--- config.mk ---
export PLATFORM = sky130hd
export DESIGN_NAME = spi_slave
export DESIGN_NICKNAME = d
export VERILOG_FILES = /design/src/rtl/spi_slave.sv
export SDC_FILE = /design/constraint.sdc
export NUM_CORES = 1
export LEC_CHECK = 0
export ABC_AREA = 1
export CAP_MARGIN = 40
export CORE_AREA = 2 2 99 77
export CTS_CLUSTER_DIAMETER = 40
export DETAILED_ROUTE_END_ITERATION = 10
export DIE_AREA = 0 0 101 79
export PLACE_DENSITY = 0.77
export SLEW_MARGIN = 10
export SYNTH_ARGS = -nofsm -noshare
export SYNTH_HDL_FRONTEND = slang
export SYNTH_SLANG_ARGS = --single-unit
export TNS_END_PERCENT = 50
--- constraint.sdc ---
create_clock -name clk -period 2.8 [get_ports clk]
set_input_delay 0.56 -clock clk [delete_from_list [all_inputs] [get_ports clk]]
set_output_delay 0.56 -clock clk [all_outputs]
set_load 0.02 [all_outputs]
--- src/rtl/spi_slave.sv ---
// SPI responder: oversamples SCLK/CS_N/MOSI in the clk domain, shifts received
// bytes into an RX FIFO and returns bytes from a one-byte TX holding register.
module spi_slave #(
  parameter int unsigned RX_DEPTH  = 4,
  parameter logic [7:0]  IDLE_BYTE = 8'h00
) (
  input  logic                      clk,
  input  logic                      rst,
  input  logic                      spi_clk,
  input  logic                      spi_cs_n,
  input  logic                      spi_mosi,
  output logic                      spi_miso,
  output logic                      spi_miso_oe,
  input  logic [1:0]                conf,
  input  logic [7:0]                tx_data,
  input  logic                      tx_load,
  output logic                      tx_empty,
  output logic [7:0]                rx_data,
  input  logic                      rx_read,
  output logic [$clog2(RX_DEPTH):0] rx_count,
  output logic                      rx_overrun,
  input  logic                      overrun_clr,
  output logic                      busy
);

  localparam int unsigned PTR_W = $clog2(RX_DEPTH);
  localparam int unsigned CNT_W = PTR_W + 1;

  typedef enum logic {IDLE, ACTIVE} state_t;

  state_t             state_q, state_d;
  logic [2:0]         sclk_q, cs_q;
  logic [1:0]         mosi_q;
  logic               cpol_q, cpha_q;
  logic [2:0]         bit_cnt_q;
  logic [6:0]         rx_sh_q;
  logic [7:0]         tx_sh_q;
  logic               first_shift_q, reload_pend_q;
  logic [7:0]         hold_q;
  logic [7:0]         mem_q [RX_DEPTH];
  logic [PTR_W-1:0]   wr_ptr_q, rd_ptr_q;

  logic sclk_rise_c, sclk_fall_c, cs_fall_c, cs_rise_c, mosi_c;
  logic active_c, start_c, stop_c;
  logic lead_c, trail_c, sample_c, shift_c, last_c, consume_c;
  logic do_push_c, do_read_c, overrun_set_c, full_c;
  logic [7:0] next_tx_c, push_data_c;

  // Two-flop synchronizers plus a history bit for edge detection
  always_ff @(posedge clk or posedge rst) begin
    if (rst) begin
      sclk_q <= 3'b000;
      cs_q   <= 3'b111;
      mosi_q <= 2'b00;
    end else begin
      sclk_q <= {sclk_q[1:0], spi_clk};
      cs_q   <= {cs_q[1:0], spi_cs_n};
      mosi_q <= {mosi_q[0], spi_mosi};
    end
  end

  assign sclk_rise_c = sclk_q[1] & ~sclk_q[2];
  assign sclk_fall_c = ~sclk_q[1] & sclk_q[2];
  assign cs_fall_c   = ~cs_q[1] & cs_q[2];
  assign cs_rise_c   = cs_q[1] & ~cs_q[2];
  assign mosi_c      = mosi_q[1];

  // Select state register
  always_ff @(posedge clk or posedge rst) begin
    if (rst) state_q <= IDLE;
    else     state_q <= state_d;
  end

  // Select next-state and transfer start/stop pulses
  always_comb begin
    state_d = state_q;
    start_c = 1'b0;
    stop_c  = 1'b0;
    unique case (state_q)
      IDLE:   if (cs_fall_c) begin state_d = ACTIVE; start_c = 1'b1; end
      ACTIVE: if (cs_rise_c) begin state_d = IDLE;   stop_c  = 1'b1; end
    endcase
  end

  // Edge classification and holding-register consume decode
  always_comb begin
    active_c    = (state_q == ACTIVE);
    lead_c      = cpol_q ? sclk_fall_c : sclk_rise_c;
    trail_c     = cpol_q ? sclk_rise_c : sclk_fall_c;
    sample_c    = active_c & ~cs_rise_c & (cpha_q ? trail_c : lead_c);
    shift_c     = active_c & ~cs_rise_c & (cpha_q ? lead_c : trail_c);
    last_c      = sample_c & (bit_cnt_q == 3'd7);
    consume_c   = start_c | (last_c & cpha_q) | (shift_c & reload_pend_q);
    next_tx_c   = tx_empty ? IDLE_BYTE : hold_q;
    push_data_c = {rx_sh_q, mosi_c};
  end

  // Shift engine: sampling, bit counting, MISO byte reloads
  always_ff @(posedge clk or posedge rst) begin
    if (rst) begin
      cpol_q        <= 1'b0;
      cpha_q        <= 1'b0;
      bit_cnt_q     <= 3'd0;
      rx_sh_q       <= 7'd0;
      tx_sh_q       <= 8'd0;
      first_shift_q <= 1'b0;
      reload_pend_q <= 1'b0;
    end else if (start_c) begin
      cpol_q        <= conf[1];
      cpha_q        <= conf[0];
      bit_cnt_q     <= 3'd0;
      rx_sh_q       <= 7'd0;
      tx_sh_q       <= next_tx_c;
      first_shift_q <= conf[0];
      reload_pend_q <= 1'b0;
    end else if (stop_c) begin
      bit_cnt_q     <= 3'd0;
      first_shift_q <= 1'b0;
      reload_pend_q <= 1'b0;
    end else begin
      if (sample_c) begin
        rx_sh_q <= {rx_sh_q[5:0], mosi_c};
        if (last_c) begin
          bit_cnt_q <= 3'd0;
          if (cpha_q) begin
            tx_sh_q       <= next_tx_c;
            first_shift_q <= 1'b1;
          end else begin
            reload_pend_q <= 1'b1;
          end
        end else begin
          bit_cnt_q <= bit_cnt_q + 3'd1;
        end
      end
      if (shift_c) begin
        if (reload_pend_q) begin
          tx_sh_q       <= next_tx_c;
          reload_pend_q <= 1'b0;
        end else if (first_shift_q) begin
          first_shift_q <= 1'b0;
        end else begin
          tx_sh_q <= {tx_sh_q[6:0], 1'b0};
        end
      end
    end
  end

  // TX holding register; a load in the same clk as a consume keeps the new byte
  always_ff @(posedge clk or posedge rst) begin
    if (rst) begin
      hold_q   <= 8'd0;
      tx_empty <= 1'b1;
    end else if (tx_load) begin
      hold_q   <= tx_data;
      tx_empty <= 1'b0;
    end else if (consume_c) begin
      tx_empty <= 1'b1;
    end
  end

  // FIFO push/pop qualification; a pop frees room for a same-clk push
  always_comb begin
    full_c        = (rx_count == CNT_W'(RX_DEPTH));
    do_read_c     = rx_read & (rx_count != '0);
    do_push_c     = last_c & (~full_c | do_read_c);
    overrun_set_c = last_c & full_c & ~do_read_c;
  end

  // RX FIFO storage, pointers, occupancy and sticky overrun
  always_ff @(posedge clk or posedge rst) begin
    if (rst) begin
      for (int i = 0; i < int'(RX_DEPTH); i++) mem_q[i] <= 8'd0;
      wr_ptr_q   <= '0;
      rd_ptr_q   <= '0;
      rx_count   <= '0;
      rx_overrun <= 1'b0;
    end else begin
      if (do_push_c) begin
        mem_q[wr_ptr_q] <= push_data_c;
        wr_ptr_q        <= wr_ptr_q + PTR_W'(1);
      end
      if (do_read_c) rd_ptr_q <= rd_ptr_q + PTR_W'(1);
      rx_count <= rx_count + CNT_W'(do_push_c) - CNT_W'(do_read_c);
      if (overrun_set_c)    rx_overrun <= 1'b1;
      else if (overrun_clr) rx_overrun <= 1'b0;
    end
  end

  assign rx_data     = mem_q[rd_ptr_q];
  assign spi_miso    = active_c & tx_sh_q[7];
  assign spi_miso_oe = active_c;
  assign busy        = active_c;

endmodule
# After elaboration in Yosys (flattened, before gate mapping)
# Index checks and enable logic that the tools add are counted.
[word_totals] register_bits=80 inputBits=18 word_cells=118
[op_classes] n_eq_ne=3 order_cmp=3 reduce_logical=7 mux=51 addsub=5 bitwise=28
[ops] operator="$mux W8" count=12
[ops] operator="$bwmux W32" count=1
[ops] operator="$mux W1" count=28
[ops] operator="$mux W7" count=3
[ops] operator="$bmux W8 S2" count=1
[ops] operator="$demux W8 S2" count=1
[ops] operator="$and A1 B1 Y1" count=15
[ops] operator="$mux W3" count=4
[ops] operator="$not A1 Y1" count=8
[ops] operator="$eq A3 B3 Y1 const B" count=2
[ops] operator="$ge A3 B3 Y1 const B" count=2
[ops] operator="$not A2 Y3" count=2
[ops] operator="$reduce_bool A2 Y1" count=3
[ops] operator="$reduce_bool A3 Y1" count=2
[ops] operator="$add A2 B1 Y2 const B" count=2
[ops] operator="$add A3 B1 Y3" count=1
[ops] operator="$add A3 B1 Y3 const B" count=1
[ops] operator="$lt A3 B1 Y1 const B" count=1
[ops] operator="$or A1 B1 Y1" count=3
[ops] operator="$sub A3 B1 Y3" count=1
[ops] operator="$ne A2 B2 Y1 const B" count=1
[ops] operator="$pmux W1 S2" count=1
[ops] operator="$reduce_and A2 Y1" count=1
[ops] operator="$logic_and A1 B1 Y1" count=1

# Logic depth before layout (Yosys ltp)
# Gate-level depths: netlist (run 1).
[depth] depth_word=13 ltp_mapped=13

# Worst setup path before layout (run 1)
# OpenSTA, ideal clock, no wires.
[synth_path] kind="register -> register" start="reg state_q (netlist: busy)" end="reg rx_count[2]" t_arrival_ns=2.229 setup_time_ns=0.123 path_buffers=1 path_slack_ns=0.449 period_less_slack_ns=2.351 required_time_ns=2.677 stages_incl_launch_ff=13 path_cell_list="dfrtp_1 -> inv_2 -> a21oi_4 -> nand3_2 -> nor2_2 -> nand2_2 -> buf_2 -> ha_1 -> inv_1 -> ha_1 -> inv_1 -> fa_1 -> xnor2_1"
[synth_between] elab_chain_len=6
[synth_rtl] item="from (decl)" line="31" source="state_t state_q, state_d;"
[synth_rtl] item="from (signal assigned)" line="71" source="else state_q <= state_d;"
[synth_rtl] item="$and A1 B1 Y1 (2 in a row)" line="90" source="sample_c = active_c & ~cs_rise_c & (cpha_q ? trail_c : lead_c);"
[synth_rtl] item="$and A1 B1 Y1" line="92" source="last_c = sample_c & (bit_cnt_q == 3'd7);"
[synth_rtl] item="$and A1 B1 Y1" line="165" source="do_push_c = last_c & (~full_c | do_read_c);"
[synth_rtl] item="$add A3 B1 Y3" line="183" source="rx_count <= rx_count + CNT_W'(do_push_c) - CNT_W'(do_read_c);"
[synth_rtl] item="$sub A3 B1 Y3" line="183"
[synth_rtl] item="to (signal assigned)" line="183"
[synth_rtl] item="to (decl)" line="20" source="output logic [$clog2(RX_DEPTH):0] rx_count,"
# No other way between the ends.
# A chain may end at the register's enable or synchronous reset.

# Worst setup path after layout (run 1)
[layout_path] start="reg rd_ptr_q[1]" end="out rx_data[2]"
[layout_between] elab_chain_len=4
[layout_rtl] item="from (decl)" line="41" source="logic [PTR_W-1:0] wr_ptr_q, rd_ptr_q;"
[layout_rtl] item="from (signal assigned)" line="182" source="if (do_read_c) rd_ptr_q <= rd_ptr_q + PTR_W'(1);"
[layout_rtl] item="$not A2 Y3 (not written as such)" line="189" source="assign rx_data = mem_q[rd_ptr_q];"
[layout_rtl] item="$bmux W8 S2" line="189"
[layout_rtl] item="$mux W8 (not written as such) (2 in a row)" line="189"
[layout_rtl] item="to (decl)" line="18" source="output logic [7:0] rx_data,"
# No other way between the ends. The select of a mux whose other input is x is not followed.

==> results of run 1 <==
[per-layer routing]
| metal | up-vias | track usage | share of wire |
|---|---|---|---|
| met1 | 1511 | 0.342 | 0.50 |
| met4 | 0 | 0.0554 | 0.012 |
| met2 | 98 | 0.317 | 0.43 |
| met3 | 10 | 0.0599 | 0.056 |
| met5 | - | 0 | 0 |
| li1 | 1586 | - | - |
[state kept, by name, summed over array words and instances, names as in the netlist]
name and count:
rx_count 3, busy 1, hold_q 8, first_shift_q 1, cpol_q 1, tx_sh_q 8, rx_sh_q 7, bit_cnt_q 3
tx_empty 1, rx_overrun 1, wr_ptr_q 2, rd_ptr_q 2, mosi_q 2, sclk_q 3, cs_q 3, reload_pend_q 1
cpha_q 1, mem_q 32
[final timing paths]
path,end,slack [ps],cells after the start
max,rx_data[2],160,4
min,cs_q[1],360,0
max reg2reg,rx_count[2],590,11
min reg2reg,cs_q[1],360,0
max in group asynchronous,cs_q[2],1600,3
min in group asynchronous,rx_overrun,580,2
[per-stage QoR]
stage	std cells	setup slack, ps	total power [µW]	cell area, µm²	hold slack [ps]
finish	597	157	3410	4480	358
global route	597	41.7	3640	4480	368
CTS	597	148	3430	4480	359
detailed placement	581	376	2690	4320	346
global placement	581	442	2650	4320	334
floorplan	467	195	2240	3870	331
[cell usage in the layout (no fill, tap or decap)]
| cell type | instances |
|---|---|
| fa_1 | 1 |
| o32ai_1 | 1 |
| nor3_2 | 1 |
| clkbuf_8 | 9 |
| clkinv_1 | 1 |
| a21oi_1 | 7 |
| nand3_1 | 30 |
| clkinv_4 | 1 |
| clkinv_2 | 2 |
| nor2_2 | 1 |
| xor2_1 | 3 |
| clkdlybuf4s50_1 | 33 |
| nand2_1 | 120 |
| buf_12 | 1 |
| or2_2 | 1 |
| inv_2 | 2 |
| o221ai_1 | 1 |
| o22ai_1 | 13 |
| nor2_8 | 4 |
| nand2_2 | 1 |
| nand3_2 | 1 |
| a21oi_4 | 1 |
| nor2_1 | 46 |
| nor2_4 | 1 |
| dfrtp_1 | 76 |
| ha_1 | 8 |
| clkbuf_1 | 2 |
| o21ai_0 | 63 |
| nand4_1 | 3 |
| dfstp_2 | 4 |
| inv_1 | 58 |
| buf_4 | 6 |
| o31ai_1 | 2 |
| clkinvlp_4 | 2 |
| xnor2_1 | 2 |
| nor3_1 | 2 |
[report_power, final]
part / internal (µW) / switching [µW] / total [µW]
sequential: 1320 / 151 / 1470
clock: 321 / 418 / 738
combinational: 508 / 697 / 1200
total: 2150 / 1270 / 3410
[worst max-delay path, stage by stage (launching register included)]
cell and delay (ps):
dfrtp_1 490, inv_1 290, o21ai_0 140, o22ai_1 170, clkdlybuf4s50_1 640
[cell families after synthesis]
logic type,share of synthesized area
AO/OA/AOI/OAI,0.124
XOR/XNOR,0.0113
adder cells (fa/ha/maj),0.0310
buffers and inverters,0.0749
flip-flops,0.518
AND/OR/NAND/NOR,0.241
[layout make-up]
| cell class | instances | area share |
|---|---|---|
| clock buffers | 11 | 0.0293 |
| clock inverters | 5 | 0.00754 |
| repair buffers | 40 | 0.0882 |
| inverters | 61 | 0.0511 |
| multi-input cells | 313 | 0.352 |
| well taps | 87 | 0.0243 |
| flip-flops and latches | 80 | 0.448 |
==> results.py, run 1 <==
metrics = {
    "sta": {
        "slew_headroom": 0.605,
        "fin_worst_skew_ps": 10.4,
        "tns_ps": 0,
        "max_freq_ghz": 0.378,
        "worst_slew_pin_slew_ps": 591,
        "hold_violations": 0,
        "finalCritPeriodShare": 0.944,
        "setup_viol": 0,
        "post-route-min-period_ps": 2640,
        "rsz0062_at_grt": "false",
        "drv_slew": 0,
    },
    "job": {
        "maxCapViolations": 0,
    },
    "cts": {
        "cts_hold_buffers": 0,
        "cts_setup_buffers": 0,
        "clkTransAtPathRegs_ps": 80,
        "cts_buffers": 9,
        "cts.sinks": 80,
        "cts_tree": "done",
        "cts-root-buf": "clkbuf_8",
        "clock_path_buffers": 2,
        "htree_levels": 3,
        "post_cts_resized": 0,
        "clock_latency_ps": 360,
    },
    "worst_hold_path": {
        "hp-start": "cs_q[0]",
        "worstHoldPathType": "reg -> reg",
    },
    "yosys": {
        "synth_most_common_cell": "nand2_1",
        "synth_nets": 494,
        "synthTopCellsByCount": "nand2_1 (120), dfrtp_1 (76), o21ai_0 (63)",
        "synth-async-reset-ratio": 1.00,
        "synth_seq_area_share": 0.518,
        "avgSynthCellArea_um2": 8.29,
        "yosysTopAreaCell": "dfrtp_1",
        "synth_cell_types": 32,
        "synth_ff_type": "dfrtp_1",
        "synth_top_area_frac": 0.491,
        "synthesis.area_um2": 3870,
        "yosysWarnings": 0,
        "ys_seq_elements": 80,
        "yosys-top-cells-area": "dfrtp_1 (49%), nand2_1 (12%), o21ai_0 (8.1%)",
        "synth_edf_count": 0,
        "netlist_instances": 467,
    },
    "floorplan": {
        "dieArea_um2": 7980,
        "io_pins": 34,
        "chipHeight_um": 79,
        "std_cell_rows": 27,
        "chipWidth_um": 101,
        "core_um2": 7090,
        "initial_core_util": 0.546,
    },
    "worst_setup_path": {
        "critPathKind": "reg -> out",
        "r2r-start": "cs_q[2]",
        "startpoint_type": "register",
        "crit_arrival_ps": 2080,
        "cp.required_ps": 2240,
        "startpoint": "rd_ptr_q[1]",
        "crit_path_end_kind": "output pin",
        "crit_fanout": 9,
    },
    "final_layout": {
        "fin_util": 0.632,
        "multiInputGateArea_um2": 1580,
        "drive_gt1_frac": 0.0745,
        "area_growth_pct": 15.7,
        "nFillCells": 621,
        "seqCellArea_um2": 2010,
        "nets": 532,
        "n_antenna_cell": 0,
    },
    "global_routing": {
        "antenna_found_initial": 0,
        "grt_overflow": 0,
        "grt_use_total": 0.224,
        "grt_pass1_vias": 3010,
        "grt_pass1_wl_mm": 14.2,
        "grt_start_max_net_pins": 41,
    },
    "place": {
        "gp_congestion": 0.852,
        "port_buffers": 33,
        "dpl.hpwl_mm": 5.77,
    },
    "detailed_routing": {
        "wl_per_cell_um": 13.6,
        "vias_per_cell": 5.37,
        "routed_wl_mm": 8.12,
        "antenna_left": 0,
        "vias": 3205,
        "dr.first_iter.drc_count": 304,
        "dr.pass1.iters": 5,
        "drc": 0,
    },
    "pwr": {
        "power.density_nw_per_um2": 762,
        "p_leak_uw": 0.00240,
        "peakVddDrop_mv": 0.536,
    },
    "run_status": {
        "status": "finished clean",
    },
}
No activity file was read; power rests on OpenSTA's default activity.
==> run 2, diff against run 1 <==
CORE_AREA = 2 2 100 78   (was 2 2 99 77)
DIE_AREA = 0 0 102 80   (was 0 0 101 79)
PLACE_DENSITY = 0.76   (was 0.77)
==> run 2 against run 1 <==
Against the previous run:
- register-to-register slack got worse by 30 ps
- largest power group unchanged
- via count increased by 1.7%
- critical endpoint is now rx_data[0]
- die area increased by 2.3%
- global-route usage decreased by 0.52 points
- power increased by 5.6%
- critical path depth unchanged
==> results.py, run 2 (same netlist as run 1, synthesis figures left out) <==
metrics = {
    "floorplan": {
        "io_pins": 34,
        "std_cell_rows": 27,
        "dieArea_um2": 8160,
        "chipHeight_um": 80,
        "chipWidth_um": 102,
        "core_um2": 7160,
        "initial_core_util": 0.541,
    },
    "sta": {
        "tns_ps": 0,
        "post-route-min-period_ps": 2650,
        "hold_ws_ps": 351,
        "fin_worst_skew_ps": 6.99,
        "slew_headroom": 0.647,
        "worst_slew_pin_slew_ps": 529,
        "finalCritPeriodShare": 0.947,
        "setup_viol": 0,
        "max_freq_ghz": 0.377,
        "drv_slew": 0,
        "rsz0062_at_grt": "false",
        "hold_violations": 0,
    },
    "worst_setup_path": {
        "worst_path_largest_cell_delay_ps": 640,
        "worstPathCellList": "inv_1 > o21ai_0 > o22ai_1 > clkdlybuf4s50_1",
        "cp.required_ps": 2240,
        "startpoint_type": "register",
        "critPathKind": "reg -> out",
        "crit_path_end_kind": "output pin",
        "path_buf_inv": 2,
        "crit_fanout": 16,
        "cp_top_family": "buffers and inverters",
        "crit_path_top_delay_cell": "clkdlybuf4s50_1",
        "crit_arrival_ps": 2090,
    },
    "cts": {
        "cts_hold_buffers": 0,
        "cts.sinks": 80,
        "clock_latency_ps": 350,
        "cts_tree": "done",
        "clkTransAtPathRegs_ps": 80,
        "cts_setup_buffers": 0,
        "htree_levels": 3,
        "clock_path_buffers": 2,
        "cts_buffers": 9,
        "post_cts_resized": 0,
        "cts-root-buf": "clkbuf_8",
    },
    "global_routing": {
        "grt_pass1_wl_mm": 14.0,
        "antenna_found_initial": 0,
        "grt_pass1_vias": 3061,
        "grt_start_max_net_pins": 40,
        "grt_overflow": 0,
        "grt_use_total": 0.219,
    },
    "detailed_routing": {
        "vias": 3261,
        "vias_per_cell": 5.31,
        "antenna_left": 0,
        "drc": 0,
        "wl_per_cell_um": 13.1,
        "dr.pass1.iters": 4,
        "dr.first_iter.drc_count": 249,
        "routed_wl_mm": 8.05,
    },
    "pwr": {
        "peakVddDrop_mv": 0.534,
        "power.density_nw_per_um2": 790,
        "p_leak_uw": 0.00244,
    },
    "final_layout": {
        "drive_gt1_frac": 0.0799,
        "area_growth_pct": 17.7,
        "n_antenna_cell": 0,
        "nets": 535,
        "nFillCells": 643,
        "largest_register_ffs": 32,
        "fin_area_um2": 4560,
        "fin_util": 0.637,
        "regMostFlops": "mem_q",
        "layout_commonest_cell": "nand2_1",
        "layout_common_cells": "nand2_1 (120), dfrtp_1 (76), o21ai_0 (63), inv_1 (58), nor2_1 (46)",
        "fin_cells": 614,
        "top_regs": "mem_q: 32 flops, hold_q: 8 flops, tx_sh_q: 8 flops",
    },
    "run_status": {
        "status": "finished clean",
    },
    "worst_hold_path": {
        "worstHoldPathType": "reg -> reg",
    },
    "job": {
        "maxCapViolations": 0,
    },
    "place": {
        "dpl_cell_area_um2": 4340,
        "port_buffers": 33,
        "dpl.hpwl_mm": 5.85,
        "gp_congestion": 0.905,
        "placedCellCount": 598,
    },
}
## run 2: cell types whose count changed in the layout (fill, tap and decap cells not counted), sizes merged
cell      before  now
clkinv         4    3
bufinv         0    2
buf            7   10
clkbuf        11   12
clkinvlp       2    0
## run 2: worst reg2reg max path, cell delays in order, from the launching register on
cell	delay [ps]
dfstp_2	520
inv_1	80
a21oi_4	190
nand3_2	110
nor2_2	140
nand2_2	70
ha_1	290
inv_1	60
ha_1	130
inv_1	40
fa_1	370
xnor2_1	140
## run 2: layout make-up
cell class,instances,area [µm²],area share
Sequential cell,80,2010,0.440
Multi-Input combinational cell,313,1580,0.346
Timing Repair Buffer,43,405,0.0889
Inverter,61,229,0.0502
Clock buffer,12,145,0.0318
Tap cell,101,126,0.0277
Clock inverter,4,70.1,0.0154
## run 2: per-stage QoR
stage / power (µW) / worst slack (ps)
after detailed placement: 2690 / 356
after CTS: 3640 / 131
after global routing: 3830 / 19.1
after floorplan: 2240 / 195
final: 3600 / 147
after global placement: 2660 / 448
## run 2: metal layers
metal / part of all wire / global-route usage
met5: 0 / 0
met4: 0.012 / 0.0693
met2: 0.45 / 0.327
met3: 0.044 / 0.0482
met1: 0.49 / 0.318
## run 2: final timing paths
| kind | endpoint | startpoint | slack [ps] | depth (start not counted) |
|---|---|---|---|---|
| max | rx_data[0] | rd_ptr_q[0] | 150 | 4 |
| min | mosi_q[1] | mosi_q[0] | 350 | 0 |
| min reg2reg | mosi_q[1] | mosi_q[0] | 350 | 0 |
| min in group asynchronous | mem_q[14] | rst | 560 | 2 |
| max in group asynchronous | mem_q[26] | rst | 1610 | 3 |
| max reg2reg | rx_count[2] | cs_q[2] | 560 | 11 |
## run 2: power by group
part / total [µW] / internal (µW) / switching, µW
clock network: 927 / 525 / 402
logic: 1200 / 517 / 682
registers: 1480 / 1320 / 159
total: 3600 / 2360 / 1240
